`src/rtl/piped_dot_mac.sv`:
```
// piped_dot_mac -- multi-lane pipelined multiply-accumulate engine.
//
// Each accepted launch carries a LANES-wide dot product (sum of a_i*b_i)
// through STAGES pipeline stages. When the operation enters the output
// stage, the dot product is added to the running accumulator, or to zero
// when the operation was launched with clr_acc_n low. The stages form a
// ready/valid chain, so a stalled consumer backs the pipeline up to the
// launch port instead of losing results.
//
// Ports:
//   clk          clock, every state update on the rising edge
//   rst          synchronous active-high reset, overrides every other input
//   init_n       synchronous active-low soft init, same effect as rst
//   clr_acc_n    active-low, sampled with launch: this op starts from zero
//   a, b         operand lanes, lane i at [i*WIDTH +: WIDTH]
//   launch       operation request
//   launch_id    tag that travels with the operation
//   accept_n     active-low, consumer takes the result in the output stage
//   acc          accumulator register
//   arrive       output stage holds a valid result
//   arrive_id    tag of the result in the output stage
//   push_out_n   active-low, low while a result is handed over this cycle
//   pipe_full    no launch can be accepted this cycle
//   pipe_ovf     sticky, a launch was dropped because the pipe was full
//   pipe_census  number of valid stages
//   sat_flag     sticky, the accumulator clamped (only with SAT=1)
module piped_dot_mac #(
  parameter int A_WIDTH   = 8,
  parameter int B_WIDTH   = 8,
  parameter int LANES     = 4,
  parameter int ACC_WIDTH = 24,
  parameter int TC        = 0,
  parameter int STAGES    = 2,
  parameter int ID_WIDTH  = 1,
  parameter int SAT       = 0
) (
  input  logic                     clk,
  input  logic                     rst,
  input  logic                     init_n,
  input  logic                     clr_acc_n,
  input  logic [LANES*A_WIDTH-1:0] a,
  input  logic [LANES*B_WIDTH-1:0] b,
  input  logic                     launch,
  input  logic [ID_WIDTH-1:0]      launch_id,
  input  logic                     accept_n,
  output logic [ACC_WIDTH-1:0]     acc,
  output logic                     arrive,
  output logic [ID_WIDTH-1:0]      arrive_id,
  output logic                     push_out_n,
  output logic                     pipe_full,
  output logic                     pipe_ovf,
  output logic [2:0]               pipe_census,
  output logic                     sat_flag
);

  // Product width, full-precision dot-product width, and the width used for
  // the final add so that overflow of the accumulator is always visible.
  localparam int PW    = A_WIDTH + B_WIDTH;
  localparam int SUM_W = PW + $clog2(LANES) + 1;
  localparam int RES_W = ((ACC_WIDTH > SUM_W) ? ACC_WIDTH : SUM_W) + 1;
  localparam int HI_W  = RES_W - ACC_WIDTH + 1;

  genvar gi;

  // Lane product. Operands are widened to PW bits first (sign- or
  // zero-extended), so the low PW bits of the plain product are exact in
  // both arithmetic modes.
  function automatic logic [PW-1:0] mul_lane(input logic [A_WIDTH-1:0] x,
                                             input logic [B_WIDTH-1:0] y);
    logic [PW-1:0] xe;
    logic [PW-1:0] ye;
    xe = {{B_WIDTH{(TC != 0) & x[A_WIDTH-1]}}, x};
    ye = {{A_WIDTH{(TC != 0) & y[B_WIDTH-1]}}, y};
    return xe * ye;
  endfunction

  // Sum of all lane products at full precision.
  function automatic logic [SUM_W-1:0] sum_lanes(input logic [LANES*PW-1:0] p);
    logic [SUM_W-1:0] s;
    logic [PW-1:0]    t;
    s = '0;
    for (int l = 0; l < LANES; l++) begin
      t = p[l*PW +: PW];
      s = s + {{(SUM_W-PW){(TC != 0) & t[PW-1]}}, t};
    end
    return s;
  endfunction

  // ---------------------------------------------------------------------
  // Control state: one valid bit and one tag per stage.
  // ---------------------------------------------------------------------
  logic [STAGES:1]      valid_q;
  logic [ID_WIDTH-1:0]  id_q [1:STAGES];
  logic [ACC_WIDTH-1:0] acc_q;
  logic                 ovf_q;
  logic                 sat_q;

  logic                 flush;
  logic [STAGES:1]      ready;
  logic [STAGES:1]      in_valid;
  logic [ID_WIDTH-1:0]  in_id [1:STAGES];
  logic [STAGES:1]      in_clr;
  logic [LANES*PW-1:0]  in_prod;
  logic [SUM_W-1:0]     out_sum;

  assign flush = rst | ~init_n;

  // Ready chain, resolved from the output stage backwards. A stage can load
  // when it is empty or when its own content moves on in the same cycle.
  always_comb begin
    ready         = '0;
    ready[STAGES] = ~valid_q[STAGES] | ~accept_n;
    for (int k = STAGES - 1; k >= 1; k--) begin
      ready[k] = ~valid_q[k] | ready[k+1];
    end
  end

  // What each stage would load: stage 1 from the launch port, the others
  // from their predecessor.
  always_comb begin
    in_valid    = '0;
    in_valid[1] = launch;
    for (int k = 1; k <= STAGES; k++) begin
      in_id[k] = '0;
    end
    in_id[1] = launch_id;
    for (int k = 2; k <= STAGES; k++) begin
      in_valid[k] = valid_q[k-1];
      in_id[k]    = id_q[k-1];
    end
  end

  // Bubbles advance too (a stage loading from an empty predecessor becomes
  // empty), which keeps ops in launch order without inserting gaps. The tag
  // only changes when a real op arrives.
  always_ff @(posedge clk) begin
    if (flush) begin
      valid_q <= '0;
      for (int k = 1; k <= STAGES; k++) begin
        id_q[k] <= '0;
      end
    end else begin
      for (int k = 1; k <= STAGES; k++) begin
        if (ready[k]) begin
          valid_q[k] <= in_valid[k];
          if (in_valid[k]) begin
            id_q[k] <= in_id[k];
          end
        end
      end
    end
  end

  // The clear request is only needed up to the point the op enters the
  // output stage, so only the stages in front of it keep a copy.
  assign in_clr[1] = clr_acc_n;
  for (gi = 1; gi < STAGES; gi++) begin : g_clr
    logic clr_q;
    always_ff @(posedge clk) begin
      if (ready[gi] && in_valid[gi]) begin
        clr_q <= in_clr[gi];
      end
    end
    assign in_clr[gi+1] = clr_q;
  end

  // ---------------------------------------------------------------------
  // Datapath: multiplies at the launch port, lane products registered in
  // stage 1, adder tree between stage 1 and stage 2, then the finished sum
  // travels through the middle stages. With a single stage everything is
  // combinational in front of the accumulator.
  // ---------------------------------------------------------------------
  for (gi = 0; gi < LANES; gi++) begin : g_lane
    assign in_prod[gi*PW +: PW] = mul_lane(a[gi*A_WIDTH +: A_WIDTH],
                                           b[gi*B_WIDTH +: B_WIDTH]);
  end

  if (STAGES == 1) begin : g_direct
    assign out_sum = sum_lanes(in_prod);
  end else begin : g_split
    logic [LANES*PW-1:0] prod_q;
    logic [SUM_W-1:0]    sum_chain [2:STAGES];

    always_ff @(posedge clk) begin
      if (ready[1] && in_valid[1]) begin
        prod_q <= in_prod;
      end
    end

    assign sum_chain[2] = sum_lanes(prod_q);

    for (gi = 2; gi < STAGES; gi++) begin : g_mid
      logic [SUM_W-1:0] sum_q;
      always_ff @(posedge clk) begin
        if (ready[gi] && in_valid[gi]) begin
          sum_q <= sum_chain[gi];
        end
      end
      assign sum_chain[gi+1] = sum_q;
    end

    assign out_sum = sum_chain[STAGES];
  end

  // ---------------------------------------------------------------------
  // Accumulate on entry to the output stage. When the departing result and
  // the incoming op swap in one cycle, acc_q still holds the departing
  // value, which is exactly the base the new op must build on.
  // ---------------------------------------------------------------------
  logic                 out_load;
  logic [ACC_WIDTH-1:0] base;
  logic [RES_W-1:0]     res_full;
  logic [HI_W-1:0]      res_hi;
  logic                 over;
  logic [ACC_WIDTH-1:0] sat_val;
  logic                 clamp;
  logic [ACC_WIDTH-1:0] acc_d;

  assign out_load = ready[STAGES] & in_valid[STAGES];

  always_comb begin
    base     = in_clr[STAGES] ? acc_q : '0;
    res_full = {{(RES_W-SUM_W){(TC != 0) & out_sum[SUM_W-1]}}, out_sum}
             + {{(RES_W-ACC_WIDTH){(TC != 0) & base[ACC_WIDTH-1]}}, base};
    // res_hi covers the accumulator's top bit plus everything above it.
    // Signed results fit when all of those bits agree; unsigned results fit
    // when nothing above the accumulator is set.
    res_hi = res_full[RES_W-1:ACC_WIDTH-1];
    if (TC != 0) begin
      over    = ~((&res_hi) | ~(|res_hi));
      sat_val = res_full[RES_W-1] ? {1'b1, {(ACC_WIDTH-1){1'b0}}}
                                  : {1'b0, {(ACC_WIDTH-1){1'b1}}};
    end else begin
      over    = |res_hi[HI_W-1:1];
      sat_val = '1;
    end
    clamp = (SAT != 0) & over;
    acc_d = clamp ? sat_val : res_full[ACC_WIDTH-1:0];
  end

  always_ff @(posedge clk) begin
    if (flush) begin
      acc_q <= '0;
      ovf_q <= 1'b0;
      sat_q <= 1'b0;
    end else begin
      if (out_load) begin
        acc_q <= acc_d;
        if (clamp) begin
          sat_q <= 1'b1;
        end
      end
      if (launch && !ready[1]) begin
        ovf_q <= 1'b1;
      end
    end
  end

  // Census of occupied stages.
  always_comb begin
    pipe_census = '0;
    for (int k = 1; k <= STAGES; k++) begin
      pipe_census = pipe_census + 3'(valid_q[k]);
    end
  end

  assign acc        = acc_q;
  assign arrive     = valid_q[STAGES];
  assign arrive_id  = id_q[STAGES];
  assign push_out_n = ~(valid_q[STAGES] & ~accept_n);
  assign pipe_full  = ~ready[1];
  assign pipe_ovf   = ovf_q;
  assign sat_flag   = sat_q;

endmodule

```
`config.mk`:
```
export PLATFORM = sky130hd
export DESIGN_NAME = piped_dot_mac
export DESIGN_NICKNAME = d
export VERILOG_FILES = /design/src/rtl/piped_dot_mac.sv
export SDC_FILE = /design/constraint.sdc
export NUM_CORES = 1
export LEC_CHECK = 0
export BUFFER_PORTS_ARGS = -buffer_cell sky130_fd_sc_hd__buf_4
export CAP_MARGIN = 25
export CORE_UTILIZATION = 60
export DETAILED_ROUTE_END_ITERATION = 8
export GPL_TIMING_DRIVEN = 0
export MAX_ROUTING_LAYER = met4
export PLACE_DENSITY = 0.88
export REMOVE_ABC_BUFFERS = 1
export SLEW_MARGIN = 20
export SYNTH_ARGS = -nofsm -noshare
export SYNTH_HDL_FRONTEND = slang
export SYNTH_SLANG_ARGS = --single-unit
export TNS_END_PERCENT = 5
```
`constraint.sdc`:
```
create_clock -name clk -period 9.1 [get_ports clk]
set_input_delay 0.91 -clock clk [delete_from_list [all_inputs] [get_ports clk]]
set_output_delay 0.91 -clock clk [all_outputs]
set_load 0.03 [all_outputs]
```
* Word level (Yosys, flattened, before mapping)
Memories as Yosys holds them, arrays and structs flattened.
Index checks and enable logic that the tools add are counted.
** Cells by class
- Bitwise operators :: 13
- Multipliers :: 4
- Reductions and logical operators :: 3
- Mux-type cells :: 13
- Add/subtract/negate cells :: 5
** Operators with widths (number)
- $mul 8x8->16 :: 4
- $add 19x24->24 :: 1
- $mux 24 :: 1
- $add 18x16->19 :: 1
- $add 17x16->18 :: 1
- $add 16x16->17 :: 1
- $mux 1 :: 12
- $not 1->1 :: 6
- $or 1x1->1 :: 5
- $add 1x1->2 :: 1
- $and 1x1->1 :: 2
- $logic_and 1x1->1 :: 2
- $logic_not 1->1 :: 1
** Word-level totals
- Memories kept :: 1
- Word-level logic and storage cells :: 45
- Memory bits (writable) :: 2
- Flip-flop bits (word level) :: 92
** Memories
- id_q :: depth 2, width 1, rd ports 2, clocked after memory_dff 0, wr ports 2, line 93 : logic [ID_WIDTH-1:0] id_q [1:STAGES];

* Logic depth before layout (Yosys ltp)
Gate-level depths: netlist of run 1.
- Depth in word-level cells :: 7
- Depth in mapped cells :: 16
- Mapped depth without buffers :: 16

* Worst setup path after synthesis of run 1
Ideal clock, no wire load.
- Kind :: input-to-reg
- Start point :: input port accept_n
- End point :: memory id_q[1] (enable)
- Setup slack :: 4307 ps
- Arrival time :: 4487 ps
- Cell stages on the path :: 3
- Buffers on the path :: 0
- Setup time :: 305 ps
- Path through :: and3_1 > nor2b_1 > nand2b_1
** RTL lines
- start: declaration :: line 45 : input logic accept_n,
- end: declaration :: line 93

* Final worst setup path of run 1
- Start point :: input port b[26]
- End point :: register g_split.prod_q[63], data pin
** On the way
- Word-level cells in the longest chain between the ends :: 1
** Ends and longest elaborated chain
- start: declaration :: line 42 : input logic [LANES*B_WIDTH-1:0] b,
- $mul 8x8->16 :: line 74 : return xe * ye;
- via in_prod[63] :: line 103 : logic [LANES*PW-1:0] in_prod;
- end signal: assignment :: line 186 : prod_q <= in_prod;
- end: declaration :: line 181 : logic [LANES*PW-1:0] prod_q;
The timed path passes the listed nets, and every way through them passes these cells.
A chain may end at the register's enable or synchronous reset.

==> results of run 1 <==
-- per-stage QoR --
stage	hold slack (ns)	setup WS, ns	instance area [um^2]
after floorplan	0.488	4.31	13600
after global placement	0.451	3.09	14700
after detailed placement	0.456	3.86	14800
after CTS	0.472	4.23	15000
after global routing	0.489	4.04	15000
final	0.477	4.21	15000
-- per-layer routing --
metal | vias up | routed length [um] | GRT usage [%]
met5 | - | 0 | -
met4 | 0 | 1360 | 13.1
met3 | 95 | 1040 | 2.35
met2 | 303 | 14800 | 46.9
met1 | 4963 | 11800 | 32.4
li1 | 4715 | - | -
-- critical path, cell delays in order --
cell	delay, ns
buf_4	0.15
and2_1	0.17
fa_1	0.43
fa_1	0.49
inv_1	0.06
fa_1	0.49
fa_1	0.51
inv_1	0.05
ha_1	0.31
o21ai_1	0.14
a21oi_1	0.13
o41ai_1	0.47
nor2_1	0.13
a311oi_1	0.36
xnor2_1	0.17
-- how the worst min path moves through the flow --
stage                      end  cells past startpoint  slack, ns
floorplan           valid_q[2]                      2       0.49
global placement      pipe_ovf                      2       0.45
detailed placement    pipe_ovf                      2       0.46
CTS                   pipe_ovf                      2       0.47
global route          pipe_ovf                      2       0.49
finish                pipe_ovf                      2       0.48
-- state kept, by name, indices dropped and copies added (netlist names) --
name and flops:
g_clr.clr_q 1, g_split.prod_q 64, id_q 2, pipe_ovf 1, valid_q 2, acc 24
-- cell usage in the layout (no fill, tap or decap), types with 14 or more instances in the layout --
cell / netlist / routed
o21ai_0: 22 / 22
edfxtp_1: 67 / 67
nand2_1: 106 / 106
a21o_1: 19 / 19
nand3_1: 14 / 14
and2_1: 220 / 220
inv_1: 316 / 316
buf_4: 2 / 101
dfxtp_1: 27 / 27
ha_1: 168 / 168
nor2_1: 36 / 36
xnor2_1: 49 / 49
a21oi_1: 53 / 53
fa_1: 191 / 191
nor3_1: 14 / 14
-- cell type report --
class	instances	area (um^2)	share of cell area, %
sequential	94	2550	17.0
clock inverter	7	62.6	0.416
tap	280	350	2.33
timing repair buffer	103	806	5.36
clock buffer	9	225	1.50
inverter	316	1190	7.88
multi-input combinational	1014	9860	65.6
-- cell families (layout without fill, tap and decap cells) --
family / Yosys count / in the layout / synth area share (%)
AND/OR/NAND/NOR: 437 / 437 / 17.3
XOR/XNOR: 61 / 61 / 3.91
multiplexers: 2 / 2 / 0.147
other: 1 / 2 / 0.0275
AO/OA/AOI/OAI: 153 / 153 / 7.41
adder cells (fa/ha/maj): 359 / 359 / 43.4
buffers and inverters: 330 / 435 / 9.14
flip-flops: 94 / 94 / 18.7
==> results.rst, run 1 <==
.. list-table::
   :header-rows: 1

   * - Metric
     - Value
   * - Status
     - completed
   * - Max Clock Skew
     - 0.00945 ns
   * - Via count of the first global-routing pass
     - roughly 11k
   * - Post-CTS Setup Inserts
     - 0
   * - Cell types with the largest area share after synthesis
     - fa_1 (28%), ha_1 (15%), edfxtp_1 (15%)
   * - DRC viols
     - 0
   * - Synth top cells by count
     - inv_1 (316), and2_1 (220), fa_1 (191)
   * - Final period util
     - between 50% and 60%
   * - Root buffer selected by CTS
     - clkbuf_16
   * - Warnings, synthesis
     - 0
   * - Ratio of cells with drive above 1 in the final layout
     - just under 9%
   * - Number of setup violations in the final report
     - 0
   * - Cell depth of the worst flop-to-flop path
     - 15
   * - Number of antenna violations at the first check in global routing
     - 0
   * - Worst slew margin relative to its limit
     - around 40%
   * - Reg clk slew, reported paths
     - ~0.070 ns
   * - Peak clock frequency supported by timing
     - slightly above 0.2 GHz
   * - GRT Util Overall
     - approximately 27%
   * - Transition time at the pin with the least slew margin
     - roughly 0.9 ns
   * - Number of enable flip-flop cells after synthesis
     - 67
   * - Most instantiated library cell after synthesis
     - inv_1
   * - Setup repair after global routing missed its margin
     - no
   * - Largest fanout on the critical path
     - 8
   * - Flops & latches, synth
     - 94
   * - Routability congestion estimate
     - 0.922
   * - Number of ports placed on the die boundary
     - between 100 and 150
   * - Pins Over Slew Limit
     - 0
   * - Critical path required time
     - just over 9 ns
   * - Hold_sp
     - pipe_ovf
   * - Post-Synthesis Cells
     - between 1k and 1.5k
   * - Vertical die dimension
     - 153 um
   * - Number of H-tree levels
     - 3
   * - Reg2Reg Capture Point
     - acc[20]
   * - Mean routed wirelength per cell
     - 15.9 um
   * - Clock tree buffer depth
     - 2
   * - Routed wire length
     - roughly 29 mm
   * - First-pass GRT wire length
     - 49.7 mm
   * - Total Die Area
     - ~0.023 mm^2
   * - Startpoint Class
     - input pin
   * - Worst setup path endpoint
     - g_split.prod_q[63]
   * - Finished Core Util
     - 68.1%
   * - Max-capacitance violation count
     - 0
   * - Cell Area, Synth
     - approximately 0.014 mm^2
   * - Setup total negative slack
     - 0 ns
   * - Fin. Hold Viols
     - 0
   * - Number of diodes
     - 0
   * - Worst setup path start
     - b[26]
   * - Reg2reg setup slack
     - roughly 4.8 ns
   * - Initial DRC count
     - between 600 and 700
   * - Layout overhead on the synthesized area
     - 10.2%
   * - Number of cell rows
     - between 50 and 60
   * - Die extent in x
     - 153 um
   * - Clock network latency to the later pin of the worst-skew pair
     - 0.36 ns
   * - Total via count in the routed design
     - 10.1k
   * - Overflow left after global routing
     - 0
   * - Hold Buf Count CTS
     - 0
   * - Post-synth top area share
     - between 20% and 30%
   * - Largest net degree at the start of global routing
     - 30
   * - Area inside the core boundary
     - 0.0221 mm^2
   * - Top FF cell, synth
     - edfxtp_1
   * - Detailed placer's ending HPWL
     - approximately 24 mm
   * - Category of the worst setup path capture point
     - register
   * - Count of placed standard cells including taps
     - between 1.5k and 2k
   * - Reg2Reg Launch Point
     - g_split.prod_q[13]
   * - Number of buffers created by CTS
     - 9
   * - Class of the tightest hold or removal check
     - reg -> reg
   * - Register area share after synthesis
     - 18.7%
   * - Ys async rst share
     - 0%
   * - Drt first pass iters
     - 5
   * - Avg Vias per Cell
     - around 5.5
   * - Clock period minus worst slack
     - 4.89 ns
   * - Count of nets left with antenna violations after detail routing
     - 0
   * - TritonCTS clock tree
     - built
   * - Sinks on the clock net
     - 94
   * - Filler Cell Count
     - 1556
   * - # port buffers
     - approximately 100
   * - Net count of the finished layout
     - 1968
   * - Number of non-filler instances in the completed layout
     - 1823
   * - Arrival time of data at the critical path endpoint
     - slightly below 5 ns
   * - Starting utilization of the core area
     - between 60 and 70%
   * - Average instance area after synthesis
     - approximately 9.5 um^2
   * - Cell accounting for the most synthesized area
     - fa_1
   * - Resized cells post-CTS
     - 0
   * - Post-synthesis cell type count
     - 57
   * - Critical path class
     - in -> reg
Power of run 1 is not shown: default switching activity piles up to over one toggle a cycle in this logic, so the estimate is an artifact.
==> inputs of run 2 (changes only) <==
--- a/config.mk
+++ b/config.mk
@@ -5,13 +5,14 @@
 export SDC_FILE = /design/constraint.sdc
 export NUM_CORES = 1
 export LEC_CHECK = 0
+export ABC_AREA = 1
 export BUFFER_PORTS_ARGS = -buffer_cell sky130_fd_sc_hd__buf_4
 export CAP_MARGIN = 25
 export CORE_UTILIZATION = 60
 export DETAILED_ROUTE_END_ITERATION = 8
 export GPL_TIMING_DRIVEN = 0
 export MAX_ROUTING_LAYER = met4
-export PLACE_DENSITY = 0.88
+export PLACE_DENSITY = 0.87
 export REMOVE_ABC_BUFFERS = 1
 export SLEW_MARGIN = 20
 export SYNTH_ARGS = -nofsm -noshare
==> constraint.sdc (replaced) <==
create_clock -name clk -period 5 [get_ports clk]
set_input_delay 0.5 -clock clk [delete_from_list [all_inputs] [get_ports clk]]
set_output_delay 0.5 -clock clk [all_outputs]
set_load 0.03 [all_outputs]
==> run 2 against run 1 <==
  * Register-to-register slack got worse by 3.5 ns
  * Critical path depth did not move
  * Via count rose by 15%
  * Worst setup slack got worse by 3.3 ns
  * Non-clock buffer count did not move
  * Highest routed layer unchanged
  * Utilization fell by 1.4 points
==> results.rst, run 2 <==
.. list-table::
   :header-rows: 1

   * - Metric
     - Value
   * - DRC viols
     - 0 (unchanged)
   * - Startpoint Class
     - input pin
   * - Average instance area after synthesis
     - 7.65 um^2 (-19%)
   * - Total Die Area
     - 0.0249 mm^2 (+6.4%)
   * - Number of flip-flops under the largest register name
     - 64 (unchanged)
   * - Post-CTS Setup Inserts
     - 0 (unchanged)
   * - Final period util
     - just over 80%
   * - Warnings, synthesis
     - 0 (unchanged)
   * - Post-Synthesis Cells
     - 1900 (+32%)
   * - Arrival time of data at the critical path endpoint
     - 4.21 ns (-0.76 ns)
   * - Status
     - completed
   * - Number of antenna violations at the first check in global routing
     - 1 (+1)
   * - Sinks on the clock net
     - 94 (unchanged)
   * - Worst Hold Endpoint
     - g_clr[1].clr_q
   * - Worst slew margin relative to its limit
     - 33.7% (-6.4 points)
   * - Max-capacitance violation count
     - 0 (unchanged)
   * - Overflow left after global routing
     - 0 (unchanged)
   * - Via count of the first global-routing pass
     - 12.0k (+12%)
   * - Critical path class
     - in -> reg
   * - Synth top cells by count
     - inv_1 (586), nand2_1 (483), fa_1 (191)
   * - Most flops, register
     - g_split.prod_q
   * - Max Clock Skew
     - 0.00647 ns (-0.00297 ns)
   * - GRT Util Overall
     - 28.0% (+0.79 points)
   * - Post-synth top area share
     - 26.3% (-1.7 points)
   * - Detailed placer's ending HPWL
     - 26.4 mm (+10%)
   * - Reg clk slew, reported paths
     - 0.07 ns (about the same)
   * - Total via count in the routed design
     - 11.6k (+15%)
   * - Ys async rst share
     - 0% (unchanged)
   * - Hold_sp
     - clr_acc_n
   * - Clock network latency to the later pin of the worst-skew pair
     - 0.35 ns (about the same)
   * - Starting utilization of the core area
     - 61.6% (-0.22 points)
   * - Category of the worst setup path capture point
     - register
   * - Pins Over Slew Limit
     - 0 (unchanged)
   * - Routability congestion estimate
     - 0.955 (+3.6%)
   * - Number of buffers created by CTS
     - 9 (unchanged)
   * - Number of cell rows
     - 56 (+3.7%)
   * - Flops & latches, synth
     - 94 (unchanged)
   * - Most instantiated library cell after synthesis
     - inv_1
   * - Root buffer selected by CTS
     - clkbuf_16
   * - Reg2reg setup slack
     - 1.24 ns (-3.54 ns)
   * - Number of enable flip-flop cells after synthesis
     - 67 (unchanged)
   * - # port buffers
     - 101 (unchanged)
   * - Peak clock frequency supported by timing
     - roughly 0.24 GHz
   * - Critical path required time
     - 5.09 ns (-4.09 ns)
   * - Resized cells post-CTS
     - 0 (unchanged)
   * - First-pass GRT wire length
     - 53.7 mm (+8.2%)
   * - Count of nets left with antenna violations after detail routing
     - 0 (unchanged)
   * - Class of the tightest hold or removal check
     - in -> reg
   * - Highest-count cells in the layout ignoring fill and taps
     - inv_1 (585), nand2_1 (483), fa_1 (191), ha_1 (168), buf_4 (101)
   * - Register area share after synthesis
     - 17.6% (-1.1 points)
   * - Largest net degree at the start of global routing
     - 65 (+120%)
   * - Routed wire length
     - 31.5 mm (+8.8%)
   * - Filler Cell Count
     - 1853 (+19%)
   * - Net count of the finished layout
     - 2373 (+21%)
   * - Number of setup violations in the final report
     - 0 (unchanged)
   * - Top FF cell, synth
     - edfxtp_1
   * - Setup repair after global routing missed its margin
     - no
   * - Reg2Reg Launch Point
     - g_split.prod_q[17]
   * - Number of ports placed on the die boundary
     - 104 (unchanged)
   * - Initial DRC count
     - 881 (+46%)
   * - Post-synthesis cell type count
     - 35 (-39%)
   * - Clock period minus worst slack
     - between 4 and 5 ns
   * - Area inside the core boundary
     - 0.0236 mm^2 (+6.9%)
   * - Transition time at the pin with the least slew margin
     - 0.994 ns (+0.0967 ns)
   * - Cell types with the largest area share after synthesis
     - fa_1 (26%), inv_1 (15%), ha_1 (14%)
   * - Most common cell after layout, fill and taps aside
     - inv_1
   * - Number of H-tree levels
     - 3 (unchanged)
   * - Fin. Hold Viols
     - 0 (unchanged)
   * - Instance count along the most critical hold path
     - 1 (-1)
   * - Multi-input logic area
     - 0.00949 mm^2 (-3.8%)
   * - Vertical die dimension
     - 158 um (+3.2%)
   * - Layout overhead on the synthesized area
     - 8.28%
   * - Cell depth of the worst flop-to-flop path
     - 15 (unchanged)
   * - Area taken by flip-flops and latches
     - 0.00255 mm^2 (unchanged)
   * - TritonCTS clock tree
     - built
   * - Largest fanout on the critical path
     - 8 (unchanged)
   * - Setup total negative slack
     - 0 ns (unchanged)
   * - Die extent in x
     - 158 um (+3.2%)
   * - Clock tree buffer depth
     - 2 (unchanged)
   * - Drt first pass iters
     - 5 (unchanged)
   * - Mean routed wirelength per cell
     - 13.9 um (-13%)
   * - Hold Buf Count CTS
     - 0 (unchanged)
   * - Cell accounting for the most synthesized area
     - fa_1
   * - Avg Vias per Cell
     - 5.11 (-7.5%)
   * - Reg2Reg Capture Point
     - acc[21]
   * - Cell Area, Synth
     - 0.0145 mm^2 (+6.5%)
   * - Ratio of cells with drive above 1 in the final layout
     - 6.88% (-1.9 points)
-- run 2: cell count changes in the layout (fill, tap and decap cells not counted), sizes merged, moves of 9 or more --
cell	previous run	this run
nand2	107	487
inv	320	588
and2	221	1
nor2	36	67
xnor2	49	18
nand3	14	44
a21o	20	0
xor2	12	31
o21ai	27	42
nor2b	13	0
nor3	14	4
a21oi	54	63
nand2b	9	0
-- run 2: layout make-up --
cell class | count | area share (%)
clock inverter | 5 | 0.374
timing repair buffer | 103 | 5.09
sequential | 94 | 16.2
inverter | 587 | 14.0
antenna | 1 | 0.0159
clock buffer | 11 | 1.48
tap | 319 | 2.54
multi-input combinational | 1148 | 60.3
-- run 2: routing by layer --
metal  wire (um)  up-vias  global-route usage, %  share of wire [%]
met4        1100        0                   10.9                3.5
met5           0        -                      -                  0
met3        1630       83                   2.79                5.2
met1       12800     5503                   33.7                 41
li1            -     5599                      -                  -
met2       15900      415                   48.5                 51
-- run 2: worst max-delay path by stage --
stage          startpoint                  to  slack, ns  depth (start not counted)
4_1_cts              b[4]  g_split.prod_q[13]       0.91                         15
2_1_floorplan        b[7]  g_split.prod_q[12]       0.95                         14
5_1_grt              a[0]  g_split.prod_q[12]       0.68                         15
3_5_place_dp         b[4]  g_split.prod_q[13]       0.54                         15
3_3_place_gp         a[0]  g_split.prod_q[12]       0.58                         15
6_report             b[4]  g_split.prod_q[13]       0.88                         15
-- run 2: metrics by stage --
step	hold WS (ns)	area (um^2)	cells	setup slack [ns]	utilization (%)
2_1_floorplan	0.467	14200	1829	0.951	-
3_3_place_gp	0.451	15400	2249	0.584	65.2
3_5_place_dp	0.459	15400	2250	0.542	65.4
4_1_cts	0.332	15700	2266	0.912	66.6
5_1_grt	0.327	15700	2268	0.684	66.7
6_report	0.342	15700	2268	0.881	66.7
-- run 2: logic make-up after synthesis --
| family | share of synthesized area, % |
|---|---|
| buffers and inverters | 17.2 |
| AND/OR/NAND/NOR | 16.8 |
| adder cells (fa/ha/maj) | 40.8 |
| AO/OA/AOI/OAI | 4.76 |
| flip-flops | 17.6 |
| XOR/XNOR | 2.95 |
| other | 0.0258 |
-- run 2: critical path, stage by stage --
cell,delay (ns)
buf_4,0.15
nand2_1,0.07
inv_1,0.05
fa_1,0.45
fa_1,0.54
inv_1,0.05
fa_1,0.48
fa_1,0.55
inv_1,0.05
ha_1,0.38
a21oi_1,0.28
o21ai_2,0.14
a21oi_1,0.22
o21ai_1,0.10
xor2_1,0.17
Power of run 2 is left out for the same reason.
==> inputs of run 3 (changes only) <==
--- a/config.mk
+++ b/config.mk
@@ -8,7 +8,7 @@
 export ABC_AREA = 1
 export BUFFER_PORTS_ARGS = -buffer_cell sky130_fd_sc_hd__buf_4
 export CAP_MARGIN = 25
-export CORE_UTILIZATION = 60
+export CORE_UTILIZATION = 57
 export DETAILED_ROUTE_END_ITERATION = 8
 export GPL_TIMING_DRIVEN = 0
 export MAX_ROUTING_LAYER = met4
==> constraint.sdc (replaced) <==
create_clock -name clk -period 3.32 [get_ports clk]
set_input_delay 0.332 -clock clk [delete_from_list [all_inputs] [get_ports clk]]
set_output_delay 0.332 -clock clk [all_outputs]
set_load 0.03 [all_outputs]
==> run 3 against run 2 <==
  * The flow now finishes with violations (negative setup slack)
  * Worst setup slack worse by 1.5 ns
  * Sequential share of layout area down 1.3 points
  * Wire length up 38%
  * Count of clock-buffer cells in the layout down 2
  * Flip-flop and latch count unchanged
  * Critical endpoint is now g_split.prod_q[63]
==> results.rst, run 3 (synthesis gave the netlist of run 2 again) <==
.. list-table::
   :header-rows: 1

   * - Metric
     - Value
   * - Drt first pass iters
     - 6 (+1)
   * - Startpoint Class
     - input pin
   * - Starting utilization of the core area
     - 57.9% (-3.7 points)
   * - Critical path class
     - in -> reg
   * - Mean routed wirelength per cell
     - 18.8 um (+35%)
   * - Number of flip-flops under the largest register name
     - 64 (unchanged)
   * - Worst path buffer plus inverter count
     - 5 (+1)
   * - Most flops, register
     - g_split.prod_q
   * - Layout overhead on the synthesized area
     - 17.5%
   * - Die extent in x
     - 162 um (+2.6%)
   * - Ratio of cells with drive above 1 in the final layout
     - 16.9% (+10 points)
   * - Count of nets left with antenna violations after detail routing
     - 0 (unchanged)
   * - Worst slew margin relative to its limit
     - 31.7% (-2.0 points)
   * - Number of setup violations in the final report
     - 50 (+50)
   * - Number of buffers created by CTS
     - 9 (unchanged)
   * - Final WS setup
     - -0.616 ns (-1.50 ns)
   * - DRC viols
     - 0 (unchanged)
   * - Category of the worst setup path capture point
     - register
   * - Total Die Area
     - 0.0262 mm^2 (+5.2%)
   * - Detail Route met2 WL
     - 21.3 mm (+34%)
   * - Root buffer selected by CTS
     - clkbuf_16
   * - GRT Util Overall
     - 31.9% (+3.8 points)
   * - Net count of the finished layout
     - 2403 (+1.3%)
   * - Clock tree buffer depth
     - 2 (unchanged)
   * - TritonCTS clock tree
     - built
   * - Detailed placer's ending HPWL
     - 26.4 mm (about the same)
   * - Class of the tightest hold or removal check
     - in -> reg
   * - Violated checks
     - negative setup slack
   * - Met1 Wirelength
     - 15.6 mm (+21%)
   * - Highest metal layer with signal wires
     - met4
   * - Setup repair after global routing missed its margin
     - yes
   * - Clock network latency to the later pin of the worst-skew pair
     - 0.36 ns (about the same)
   * - Reg clk slew, reported paths
     - 0.07 ns (about the same)
   * - Largest net degree at the start of global routing
     - 65 (unchanged)
   * - DR WL met3
     - 3.52 mm (+120%)
   * - Total via count in the routed design
     - 13.0k (+12%)
   * - Routability congestion estimate
     - 0.958 (+0.27%)
   * - # port buffers
     - 101 (unchanged)
   * - Vertical die dimension
     - 162 um (+2.6%)
   * - Fin. Hold Viols
     - 0 (unchanged)
   * - Avg Vias per Cell
     - 5.62 (+9.9%)
   * - Status
     - finished with violations
   * - Clock period minus worst slack
     - a little under 4 ns
   * - Slowest-stage cell, CP
     - fa_1
   * - Gate family responsible for the most delay along the worst path
     - adder cells
   * - Number of antenna violations at the first check in global routing
     - 1 (unchanged)
   * - First-pass GRT wire length
     - 63.7 mm (+19%)
   * - Critical path required time
     - 3.50 ns (-1.59 ns)
   * - Largest fanout on the critical path
     - 8 (unchanged)
   * - Transition time at the pin with the least slew margin
     - 1.02 ns (+0.0300 ns)
   * - Routed wire length
     - 43.3 mm (+38%)
   * - Largest incremental delay on the critical path
     - 0.53 ns (-0.02 ns)
   * - Hold Buf Count CTS
     - 0 (unchanged)
   * - Peak clock frequency supported by timing
     - roughly 0.25 GHz
   * - Arrival time of data at the critical path endpoint
     - 4.12 ns (-0.09 ns)
   * - Highest-count cells in the layout ignoring fill and taps
     - inv_1 (565), nand2_1 (439), fa_1 (186), ha_1 (139), buf_4 (91)
   * - Number of cell rows
     - 58 (+3.6%)
   * - Number of H-tree levels
     - 3 (unchanged)
   * - Via count of the first global-routing pass
     - 13.4k (+11%)
   * - Overflow left after global routing
     - 0 (unchanged)
   * - Max-capacitance violation count
     - 0 (unchanged)
   * - Most common cell after layout, fill and taps aside
     - inv_1
   * - Setup total negative slack
     - -11.87 ns (-11.87 ns)
   * - Max Clock Skew
     - 0.0140 ns (+0.00753 ns)
   * - Area inside the core boundary
     - 0.0251 mm^2 (+6.3%)
   * - Pins Over Slew Limit
     - 0 (unchanged)
   * - Final period util
     - 119%
   * - Initial DRC count
     - 1657 (+88%)
   * - Sinks on the clock net
     - 94 (unchanged)
   * - Number of ports placed on the die boundary
     - 104 (unchanged)
   * - Cells along the critical path
     - buf_4 -> nand2_1 -> inv_1 -> fa_1 -> fa_1 -> fa_1 -> inv_2 -> fa_1 -> inv_2 -> ha_4 -> nand2_2 -> nor2_4 -> buf_4 -> nand3_2 -> nand3_2 -> xor2_1
   * - Critical Path Most Common Cell
     - fa_1
[run 3: cell types whose count changed in the layout (fill, tap and decap cells not counted), sizes merged]
cell,previous run,this run
clkinv,2,3
inv,588,590
bufinv,1,0
clkbuf,11,9
buf,103,133
[run 3: what timing repair did]
action	4_1_cts	5_1_grt
resized for setup	191	77
pin swaps	80	37
setup buffers	29	1
setup endpoints to repair	53	56
[run 3: layout make-up]
| cell class | instances | area, um^2 |
|---|---|---|
| clock buffers | 9 | 225 |
| flip-flops and latches | 94 | 2550 |
| inverters | 587 | 2210 |
| multi-input cells | 1148 | 10400 |
| fillers | 1762 | 8020 |
| clock inverters | 7 | 80.1 |
| diodes | 1 | 2.50 |
| well taps | 330 | 413 |
| repair buffers | 133 | 1220 |
[run 3: metrics by stage]
stage	cells	setup WS [ns]	utilization (%)	cell area, um^2	hold slack, ns
after floorplan	1829	-0.561	-	14200	0.431
after global placement	2260	-0.916	61.4	15400	0.460
after CTS	2306	-0.178	66.7	16800	0.154
final	2309	-0.616	68.1	17100	0.161
after detailed placement	2261	-1.02	61.5	15400	0.465
after global routing	2309	-0.676	68.1	17100	0.150
[run 3: path summary, 6_finish.rpt]
kind,from,end,slack [ns],cells past startpoint
hold / removal,clr_acc_n,g_clr[1].clr_q,0.16,1
hold reg to reg,acc[18],acc[18],0.48,2
setup / recovery,a[30],g_split.prod_q[63],-0.62,16
setup reg to reg,g_split.prod_q[19],acc[13],-0.21,17
[run 3: per-layer routing]
layer | track usage [%] | vias up
met2 | 54.2 | 930
met1 | 35.4 | 6106
met4 | 19.4 | 0
met3 | 4.78 | 286
li1 | - | 5662
met5 | - | -
Power of run 3 is left out for the same reason.
